<file path="src/rtl/sdram_pkg.sv">
// Shared definitions for the SDRAM read path: command encodings and engine states.
package sdram_pkg;

   // {CS_n, RAS_n, CAS_n, WE_n}
   localparam logic [3:0] CMD_NOP  = 4'b0111;
   localparam logic [3:0] CMD_ACT  = 4'b0011;
   localparam logic [3:0] CMD_READ = 4'b0101;
   localparam logic [3:0] CMD_PRE  = 4'b0010;

   localparam int A10_BIT = 10;

   typedef enum logic [2:0] {
      ST_IDLE,
      ST_REQ,
      ST_ACT,
      ST_TRCDW,
      ST_RD,
      ST_DRAIN,
      ST_PRE
   } rd_state_e;

endpackage

</file>
<file path="src/rtl/sdram_rd_capture.sv">
// Tracks in-flight READ bursts and registers returned words into the FIFO
// write port exactly BURST cycles per READ, one cycle after the word is on DQ.
module sdram_rd_capture
   import sdram_pkg::*;
#(
   parameter int CAS_LAT = 3,
   parameter int BURST   = 4
) (
   input  logic        sclk,
   input  logic        s_rst,
   input  logic        issue_i,
   input  logic [15:0] rd_data_i,
   output logic        wr_en_o,
   output logic [15:0] wr_data_o
);

   localparam int DEPTH = CAS_LAT + BURST;

   // vld_q[i] is set i cycles after the READ appears on the command bus
   logic [DEPTH-1:0] vld_q;
   logic             word_valid;
   logic             wr_en_q;
   logic [15:0]      wr_data_q;

   genvar gi;
   generate
      for (gi = 0; gi < DEPTH; gi++) begin : g_vld
         if (gi == 0) begin : g_head
            always_ff @(posedge sclk) begin
               if (s_rst) vld_q[gi] <= 1'b0;
               else       vld_q[gi] <= issue_i;
            end
         end else begin : g_tail
            always_ff @(posedge sclk) begin
               if (s_rst) vld_q[gi] <= 1'b0;
               else       vld_q[gi] <= vld_q[gi-1];
            end
         end
      end
   endgenerate

   assign word_valid = |vld_q[DEPTH-1:CAS_LAT];

   always_ff @(posedge sclk) begin
      if (s_rst) begin
         wr_en_q   <= 1'b0;
         wr_data_q <= 16'h0000;
      end else begin
         wr_en_q <= word_valid;
         if (word_valid) wr_data_q <= rd_data_i;
      end
   end

   assign wr_en_o   = wr_en_q;
   assign wr_data_o = wr_data_q;

endmodule

</file>
<file path="src/rtl/sdram_read_ctrl.sv">
// SDRAM read engine: requests the bus, opens a row, streams bursts across it,
// yields to refresh or a full FIFO at burst boundaries and resumes later.
module sdram_read_ctrl
   import sdram_pkg::*;
#(
   parameter int ROW_W   = 13,
   parameter int COL_W   = 9,
   parameter int BURST   = 4,
   parameter int CAS_LAT = 3,
   parameter int TRCD    = 2
) (
   input  logic             sclk,
   input  logic             s_rst,
   input  logic             rd_trig,
   output logic             rd_req,
   input  logic             rd_en,
   input  logic             ref_req,
   output logic             flag_rd_end,
   output logic [3:0]       rd_cmd,
   output logic [ROW_W-1:0] rd_addr,
   output logic [1:0]       bank_addr,
   input  logic [15:0]      rd_data,
   input  logic             rfifo_full,
   output logic             rfifo_wr_en,
   output logic [15:0]      rfifo_wr_data
);

   localparam int CNT_W = 8;

   rd_state_e        state_q, state_d;
   logic [CNT_W-1:0] cnt_q, cnt_d;
   logic [COL_W-1:0] col_q, col_d;
   logic [ROW_W-1:0] row_q, row_d;
   logic             pending_q, pending_d;
   logic             row_done_q, row_done_d;
   logic [3:0]       cmd_q, cmd_d;
   logic [ROW_W-1:0] addr_q, addr_d;
   logic             flag_q, flag_d;

   always_ff @(posedge sclk) begin
      if (s_rst) begin
         state_q    <= ST_IDLE;
         cnt_q      <= '0;
         col_q      <= '0;
         row_q      <= '0;
         pending_q  <= 1'b0;
         row_done_q <= 1'b0;
         cmd_q      <= CMD_NOP;
         addr_q     <= '0;
         flag_q     <= 1'b0;
      end else begin
         state_q    <= state_d;
         cnt_q      <= cnt_d;
         col_q      <= col_d;
         row_q      <= row_d;
         pending_q  <= pending_d;
         row_done_q <= row_done_d;
         cmd_q      <= cmd_d;
         addr_q     <= addr_d;
         flag_q     <= flag_d;
      end
   end

   always_comb begin
      state_d    = state_q;
      cnt_d      = cnt_q;
      col_d      = col_q;
      row_d      = row_q;
      pending_d  = pending_q;
      row_done_d = row_done_q;
      cmd_d      = CMD_NOP;
      addr_d     = '0;
      flag_d     = 1'b0;

      if (rd_trig && !rfifo_full) pending_d = 1'b1;

      case (state_q)
         ST_IDLE: if (pending_q) state_d = ST_REQ;
         ST_REQ:  if (rd_en) state_d = ST_ACT;
         ST_ACT: begin
            cnt_d   = '0;
            state_d = (TRCD > 1) ? ST_TRCDW : ST_RD;
         end
         ST_TRCDW: begin
            if (cnt_q == CNT_W'(TRCD - 2)) begin
               cnt_d   = '0;
               state_d = ST_RD;
            end else begin
               cnt_d = cnt_q + 1'b1;
            end
         end
         ST_RD: begin
            if (cnt_q == CNT_W'(BURST - 1)) begin
               col_d = col_q + COL_W'(BURST);
               cnt_d = '0;
               if (col_d == '0 || ref_req || rfifo_full) begin
                  row_done_d = (col_d == '0);
                  state_d    = ST_DRAIN;
               end
            end else begin
               cnt_d = cnt_q + 1'b1;
            end
         end
         ST_DRAIN: begin
            if (cnt_q == CNT_W'(CAS_LAT)) begin
               cnt_d   = '0;
               state_d = ST_PRE;
            end else begin
               cnt_d = cnt_q + 1'b1;
            end
         end
         ST_PRE: begin
            state_d = ST_IDLE;
            if (row_done_q) begin
               row_d      = row_q + 1'b1;
               pending_d  = 1'b0;
               row_done_d = 1'b0;
            end
         end
         default: state_d = ST_IDLE;
      endcase

      // Command and address registers hold the command of the state being entered
      case (state_d)
         ST_ACT: begin
            cmd_d  = CMD_ACT;
            addr_d = row_q;
         end
         ST_RD: begin
            if (cnt_d == '0) begin
               cmd_d              = CMD_READ;
               addr_d[COL_W-1:0]  = col_d;
               addr_d[A10_BIT]    = 1'b0;
            end
         end
         ST_PRE: begin
            cmd_d           = CMD_PRE;
            addr_d[A10_BIT] = 1'b1;
            flag_d          = 1'b1;
         end
         default: ;
      endcase
   end

   sdram_rd_capture #(
      .CAS_LAT (CAS_LAT),
      .BURST   (BURST)
   ) u_capture (
      .sclk      (sclk),
      .s_rst     (s_rst),
      .issue_i   (cmd_d == CMD_READ),
      .rd_data_i (rd_data),
      .wr_en_o   (rfifo_wr_en),
      .wr_data_o (rfifo_wr_data)
   );

   assign rd_req      = (state_q == ST_REQ);
   assign rd_cmd      = cmd_q;
   assign rd_addr     = addr_q;
   assign bank_addr   = 2'b00;
   assign flag_rd_end = flag_q;

endmodule

</file>
<file path="config.mk">
export PLATFORM = sky130hd
export DESIGN_NAME = sdram_read_ctrl
export DESIGN_NICKNAME = d
export VERILOG_FILES = /design/src/rtl/sdram_pkg.sv /design/src/rtl/sdram_rd_capture.sv /design/src/rtl/sdram_read_ctrl.sv
export SDC_FILE = /design/constraint.sdc
export NUM_CORES = 1
export LEC_CHECK = 0
export ABC_CLOCK_PERIOD_IN_PS = 1980
export CAP_MARGIN = 40
export CORE_ASPECT_RATIO = 0.8
export CORE_MARGIN = 1.5
export CORE_UTILIZATION = 41
export CTS_CLUSTER_DIAMETER = 60
export DETAILED_ROUTE_END_ITERATION = 8
export PLACE_DENSITY = 0.69
export REMOVE_ABC_BUFFERS = 1
export SLEW_MARGIN = 20
export SYNTH_ARGS = -nofsm -noshare
export SYNTH_HDL_FRONTEND = slang
export SYNTH_SLANG_ARGS = --single-unit
</file>
<file path="constraint.sdc">
create_clock -name sclk -period 1.98 [get_ports sclk]
set_input_delay 0.396 -clock sclk [delete_from_list [all_inputs] [get_ports sclk]]
set_output_delay 0.396 -clock sclk [all_outputs]
set_load 0.03 [all_outputs]
</file>
==> results.txt <==
Worst Slack Setup Final: -0.0168 ns
Status: finished, violations left
Final Net Count: 478
Max clock buf depth: 2
Worst Hold Depth: 1
Top FF cell, synth: dfxtp_1
Largest net degree at the start of global routing: 64
Post-Syn Area: 0.00311 sq mm
Die H: 80.9 microns
WL final: 7200 microns
Crit. End Element: register
Worst-path clk slew: 0.08 ns
Minimum clock period: 2.00 ns
Root Driver: clkbuf_8
GRT Overall Usage: 0.185
Final Slew Violations: 0
Number of placement rows: 28
Cts hold-fix bufs: 0
Initial core utilization: 0.421
Maximum vdd drop: 0.463 mV
Fin crit share: 1.01
Diode count: 0
Synthesized instance count: 356
R2R setup slack: -0.02 ns
Yosys top cell by area: dfxtp_1
M1 WL: 3510 microns
Gr ovfl total: 0
Number of global-route vias before repair: 2542
Total CTS buffers: 9
Crit-path cells: ha_4 -> nor4b_4 -> nand2_2 -> a32o_1 -> a2111o_2 -> nor3_2 -> a22o_1
Worst-skew pair later-pin latency: 0.34 ns
First-pass GRT wire length: 11800 microns
Core area: 0.00739 sq mm
Die Area: 0.00812 sq mm
Most common cell in the synthesized netlist: dfxtp_1
Layout cells sized above 1: 0.204
CP arrival: 2.29 ns
Hold Crit Class: register to register
Minimum hold slack: 0.441 ns
Per-cell routed wire length: 12.8 microns
# DRC: 0
Via count: 2735
Post-synth ARST share: 0
IO Port Bufs: 56
RR Startpoint: cnt_q[0]$_SDFF_PP0_
Critical Path RT: 2.27 ns
TritonCTS clock tree: yes
Max-cap violations: 0
RR Endpoint: rd_addr[3]$_SDFF_PP0_
Die W: 100 microns
Final setup viols: 5
Violated checks: setup timing
Routed length on met2: 3240 microns
Worst reg2reg path depth: 7
Power Dens Cells: 651 mW/mm^2
Vias per cell: 4.87
Crit Path Class: register to register
Antenna violations before repair: 0
Synth top area share: 0.476
RSZ-0062 raised after global routing: true
GP Congestion: 0.879
Synth-to-layout area growth: 40.2%
Initial DRC count: 205
First drt pass iteration count: 4
Fmax: 0.501 GHz
Num ports: 60
Worst path slowest cell: a2111o_2
Final TNS setup: -0.0426 ns
WL met3: 385 microns
Synth area leaders: dfxtp_1, nand2_1, a21oi_1
H-tree depth: 3
Leakage: 1.66 nW
Total clock sinks: 74
Routed Antenna Nets: 0
Crit start category: register
Hold wc startpoint: u_capture.vld_q[2]$_SDFF_PP0_
Synth warnings: 0
Worst Skew: 0.00806 ns
Hpwl dp: 5070 microns
Sequential area share after synthesis: 0.476
Synth top cells by count: dfxtp_1, nand2_1, nor2_1
Hold Vio Cnt, Final: 0
WHS Endpoint: u_capture.vld_q[3]$_SDFF_PP0_
Largest stage delay on the critical path: 0.54 ns
Synthesized area per cell: 8.74 sq um
Number of flops mapped to enable cells by yosys: 0
Uppermost layer routed: met4
#FFs+latches synth: 74
CP max FO: 8
Synth cell types: 52
## stage by stage
stage / std cells / worst slack, ns / cell area (sq um) / utilization / total power [mW]
2_1_floorplan: 337 / -0.143 / 3010 / - / 1.60
3_3_place_gp: 540 / -0.219 / 4030 / 0.545 / 1.72
3_5_place_dp: 540 / -0.262 / 4030 / 0.545 / 1.72
4_1_cts: 559 / -0.00581 / 4270 / 0.578 / 2.88
5_1_grt: 562 / -0.120 / 4360 / 0.590 / 2.96
6_report: 562 / -0.0168 / 4360 / 0.590 / 2.84
## critical path: cells and delay by family (launching register included)
kind | cells | cell delay [ns]
AO/OA/AOI/OAI | 3 | 0.92
adder cells (fa/ha/maj) | 1 | 0.12
flip-flops | 1 | 0.38
AND/OR/NAND/NOR | 3 | 0.54
## final cells by class
| type | instances | area [sq um] |
|---|---|---|
| Clock buffer | 9 | 124 |
| Clock inverter | 7 | 75.1 |
| Fill cell | 655 | 3030 |
| Inverter | 7 | 26.3 |
| Multi-Input combinational cell | 256 | 1580 |
| Sequential cell | 74 | 1490 |
| Tap cell | 105 | 131 |
| Timing Repair Buffer | 104 | 931 |
## layer usage
metal | GRT usage | vias to the layer above
li1 | - | 1400
met1 | 0.245 | 1259
met2 | 0.297 | 69
met3 | 0.0491 | 7
met4 | 0.0549 | 0
met5 | 0 | -
## how the worst max path moves through the flow
| stage | slack (ns) | from | cells past startpoint | to |
|---|---|---|---|---|
| 2_1_floorplan | -0.14 | cnt_q[0]$_SDFF_PP0_ | 6 | rd_addr[3]$_SDFF_PP0_ |
| 3_3_place_gp | -0.22 | rd_en | 7 | rd_addr[7]$_SDFF_PP0_ |
| 3_5_place_dp | -0.26 | rd_en | 7 | rd_addr[6]$_SDFF_PP0_ |
| 4_1_cts | -0.006 | cnt_q[0]$_SDFF_PP0_ | 7 | rd_addr[5]$_SDFF_PP0_ |
| 5_1_grt | -0.12 | cnt_q[0]$_SDFF_PP0_ | 7 | rd_addr[4]$_SDFF_PP0_ |
| 6_report | -0.02 | cnt_q[0]$_SDFF_PP0_ | 7 | rd_addr[3]$_SDFF_PP0_ |
## cell usage in the layout, fill, tap and decap left out, types with 3 or more instances in the layout
cell	n
o21ai_0	10
and3_1	5
xor2_1	12
nand3b_1	3
xnor2_1	6
clkdlybuf4s50_1	54
nand2_1	56
nand2b_1	5
and2_1	8
nor2b_1	9
nor2_1	36
nand4_1	6
conb_1	3
dfxtp_2	4
clkbuf_8	9
nor3_2	7
ha_1	3
a21oi_1	28
nor3_1	3
dfxtp_1	68
a22o_1	6
buf_4	45
inv_1	7
or3_1	6
## sequential cells by signal, indices dropped and copies added, names as in the netlist
| name | flops |
|---|---|
| u_capture.wr_data_o | 16 |
| rd_addr | 13 |
| row_q | 13 |
| cnt_q | 8 |
| col_q | 7 |
| u_capture.vld_q | 7 |
| rd_cmd | 3 |
| state_q | 3 |
| flag_rd_end | 1 |
| pending_q | 1 |
| row_done_q | 1 |
| u_capture.wr_en_o | 1 |
## where the power goes
part / switching [mW] / internal (mW) / total [mW]
Sequential: 0.00891 / 1.49 / 1.50
Clock: 0.566 / 0.590 / 1.16
Combinational: 0.0963 / 0.0895 / 0.186
Total: 0.671 / 2.17 / 2.84
## kinds of logic (layout without fill, tap and decap cells)
logic type / after synthesis / in the layout / synth area share
flops: 74 / 74 / 0.476
mux: 2 / 2 / 0.00643
simple gates: 164 / 164 / 0.273
fa+ha+maj: 4 / 4 / 0.0161
buf+inv: 28 / 127 / 0.0434
compound gates: 65 / 65 / 0.133
xor+xnor: 18 / 18 / 0.0507
other cells: 1 / 3 / 0.00121
## what timing repair did
action,in CTS,in global routing
pin swaps,9,7
setup endpoints to repair,10,23
setup buffers,3,3
resized for setup,7,21
Power figures use the tool's default switching activity.
==> RTL change, RTL diff (same flow settings) <==
Encoding of `rd_state_e`: now one-hot (7 bits for 7 states).
--- a/src/rtl/sdram_pkg.sv
+++ b/src/rtl/sdram_pkg.sv
@@ -9,14 +9,14 @@
 
    localparam int A10_BIT = 10;
 
-   typedef enum logic [2:0] {
-      ST_IDLE,
-      ST_REQ,
-      ST_ACT,
-      ST_TRCDW,
-      ST_RD,
-      ST_DRAIN,
-      ST_PRE
+   typedef enum logic [6:0] {
+      ST_IDLE  = 7'b0000001,
+      ST_REQ   = 7'b0000010,
+      ST_ACT   = 7'b0000100,
+      ST_TRCDW = 7'b0001000,
+      ST_RD    = 7'b0010000,
+      ST_DRAIN = 7'b0100000,
+      ST_PRE   = 7'b1000000
    } rd_state_e;
 
 endpackage
Check against the original RTL: same outputs for any inputs over 10 cycles, from zero or initial values and one cycle with s_rst high; not proved beyond that.
==> RTL change against the unedited design <==
- maximum frequency up 1.9%
- sequential cell count rose by 4
- worst setup slack gained 0.038 ns
- largest cell class unchanged
- total power increased by 14%
- wire length up 11%
- area after synthesis is 5.8% higher
- cell count fell by 0.71%
- final area grew 1.7%
- sequential power up 5%
- critical path type unchanged
- largest power group unchanged
- sequential share of layout area rose by 1.1 points
==> RTL change: results (changes against the unedited design) <==
* Status: finished, final reports clean
* Root Driver: clkbuf_8
* Via count at 2,848 (+4.1%)
* TritonRoute pass-1 iters at 4 (unchanged)
* Port bufs at 56 (unchanged)
* Max VDD drop at 0.000394 V (-15%)
* Share of post-route cells with drive strength above 1 at 0.149 (-0.0546)
* R2r worst-path depth at 6 (-1)
* Synth unique cells at 51 (-1.9%)
* Syn. warnings at 0 (unchanged)
* Pre-CTS setup slack at -0.0211 ns (+0.241 ns)
* Max reg flops at 16 (unchanged)
* Crit path launch type: flip-flop
* First-pass GRT wire length at 12,600 um (+6.9%)
* Vias in the first global route at 2,627 (+3.3%)
* WHS Endpoint: state_q[2]$_SDFF_PP0_
* Clock-pin slew on the worst setup and hold paths at 0.08 ns (about the same)
* Arrival time worst endpoint at 2.19 ns (-0.10 ns)
* Max stage delay cell, worst path: nor4_2
* Nets at 471 (-1.5%)
* Worst r2r src: state_q[6]$_SDFF_PP0_
* CTS H-tree depth at 3 (unchanged)
* Detailed Route Iter0 Violations at 137 (-33%)
* Clock Skews at 0.00924 ns (+0.00118 ns)
* Min-Delay Path Class: in -> reg
* Internal power at 2.63 mW (+21%)
* Final HPWL DP at 5610 um (+11%)
* Reg-to-reg setup timing slack at 0.02 ns (+0.04 ns)
* Synth top cells by count: 78 x dfxtp_1, 48 x nand2_1, 38 x a21oi_1
* CTS buffer count at 9 (unchanged)
* FILL cells at 723 (+10%)
* Area contributors post-synth: dfxtp_1 47%, a21oi_1 5.8%, nand2_1 5.5%
* Crit-path max FO at 7 (-1)
* Reg2Reg Capture Point: rd_addr[7]$_SDFF_PP0_
* Hold WS at 0.357 ns (-0.0838 ns)
* Worst path top cell family by delay: simple AND/OR/NAND/NOR gates
* Avg WL per Cell at 14.3 um (+11%)
* Tot GR Track Use at 0.188 (+0.00318)
* Highest cell delay on the worst timing path at 0.42 ns (-0.12 ns)
* GPL Wtd Cong at 0.842 (-4.2%)
* Least-Margin Pin Slew at 0.576 ns
* Largest net degree at the start of global routing at 21 (-67%)
* Ys async rst share at 0 (unchanged)
* Register area share after synthesis at 0.474 (-0.00191)
* Hold_sp: s_rst
* Clock Tree Buf Depth at 2 (unchanged)
* Static Leakage at 1.59 nW (-4.1%)
* Worst-skew pair later-pin latency at 0.35 ns
* Worst Hold Path Cells at 2 (+1)
-- RTL change: worst register-to-register path, stage by stage, from the launching register on --
cell and delay (ns):
dfxtp_1 0.34, nor3_4 0.30, nand4b_2 0.30, nor4_2 0.42, xnor2_1 0.16, nor2_1 0.10, a32o_1 0.23
-- RTL change: worst max-delay path by stage --
stage                                        to  slack, ns  cells past startpoint
after floorplan           rd_addr[5]$_SDFF_PP0_      -0.04                      6
after global placement    rd_addr[8]$_SDFF_PP0_       0.06                      6
after detailed placement  row_q[8]$_SDFFE_PP0P_      -0.02                      6
after CTS                                rd_req       0.01                      4
after global routing      rd_addr[7]$_SDFF_PP0_      -0.11                      6
final                     rd_addr[7]$_SDFF_PP0_       0.02                      6
-- RTL change: final cells by class --
cell class | count | share of cell area
timing repair buffer | 79 | 0.166
clock buffer | 11 | 0.0319
tap | 108 | 0.0305
clock inverter | 5 | 0.0290
sequential | 78 | 0.354
multi-input combinational | 270 | 0.383
inverter | 7 | 0.00592
-- RTL change: timing repair --
item                                    in CTS  in global routing
endpoints found under the setup margin      11                 20
resized for setup                            8                 16
pin swaps                                    1                  2
cloned                                       1                  0
setup buffers                                0                  1
-- RTL change: logic make-up after synthesis --
| family | synth area share |
|---|---|
| and+or+nand+nor | 0.275 |
| xor gates and xnor gates | 0.0532 |
| buffers and inverters | 0.0395 |
| AOI/OAI and AO/OA | 0.136 |
| other | 0.00114 |
| adders and majority gates | 0.0152 |
| DFF | 0.474 |
| muxes | 0.00608 |
-- RTL change: power groups by stage --
stage	Sequential, mW	Combinational (mW)	Clock (mW)
final	1.57	0.0989	1.57
after global routing	1.58	0.107	1.67
after CTS	1.57	0.0983	1.60
after detailed placement	1.61	0.0970	0
after global placement	1.61	0.0972	0
after floorplan	1.61	0.0239	0
-- RTL change: per-layer routing --
| metal | GRT usage | part of all wire | vias to the layer above |
|---|---|---|---|
| met2 | 0.295 | 0.46 | 96 |
| met1 | 0.254 | 0.47 | 1320 |
| li1 | - | - | 1430 |
| met4 | 0.0553 | 0.0025 | 0 |
| met3 | 0.0480 | 0.073 | 2 |
| met5 | 0 | 0 | - |
-- RTL change: per-stage QoR --
step	power, mW	util	instance area [um^2]	instances	setup TNS [ns]
4_1_cts	3.28	0.556	4380	557	0
6_report	3.25	0.563	4440	558	0
5_1_grt	3.36	0.563	4440	558	-0.700
3_5_place_dp	1.71	0.515	4060	540	-0.0211
3_3_place_gp	1.71	0.515	4060	540	0
2_1_floorplan	1.63	-	3200	354	-0.164
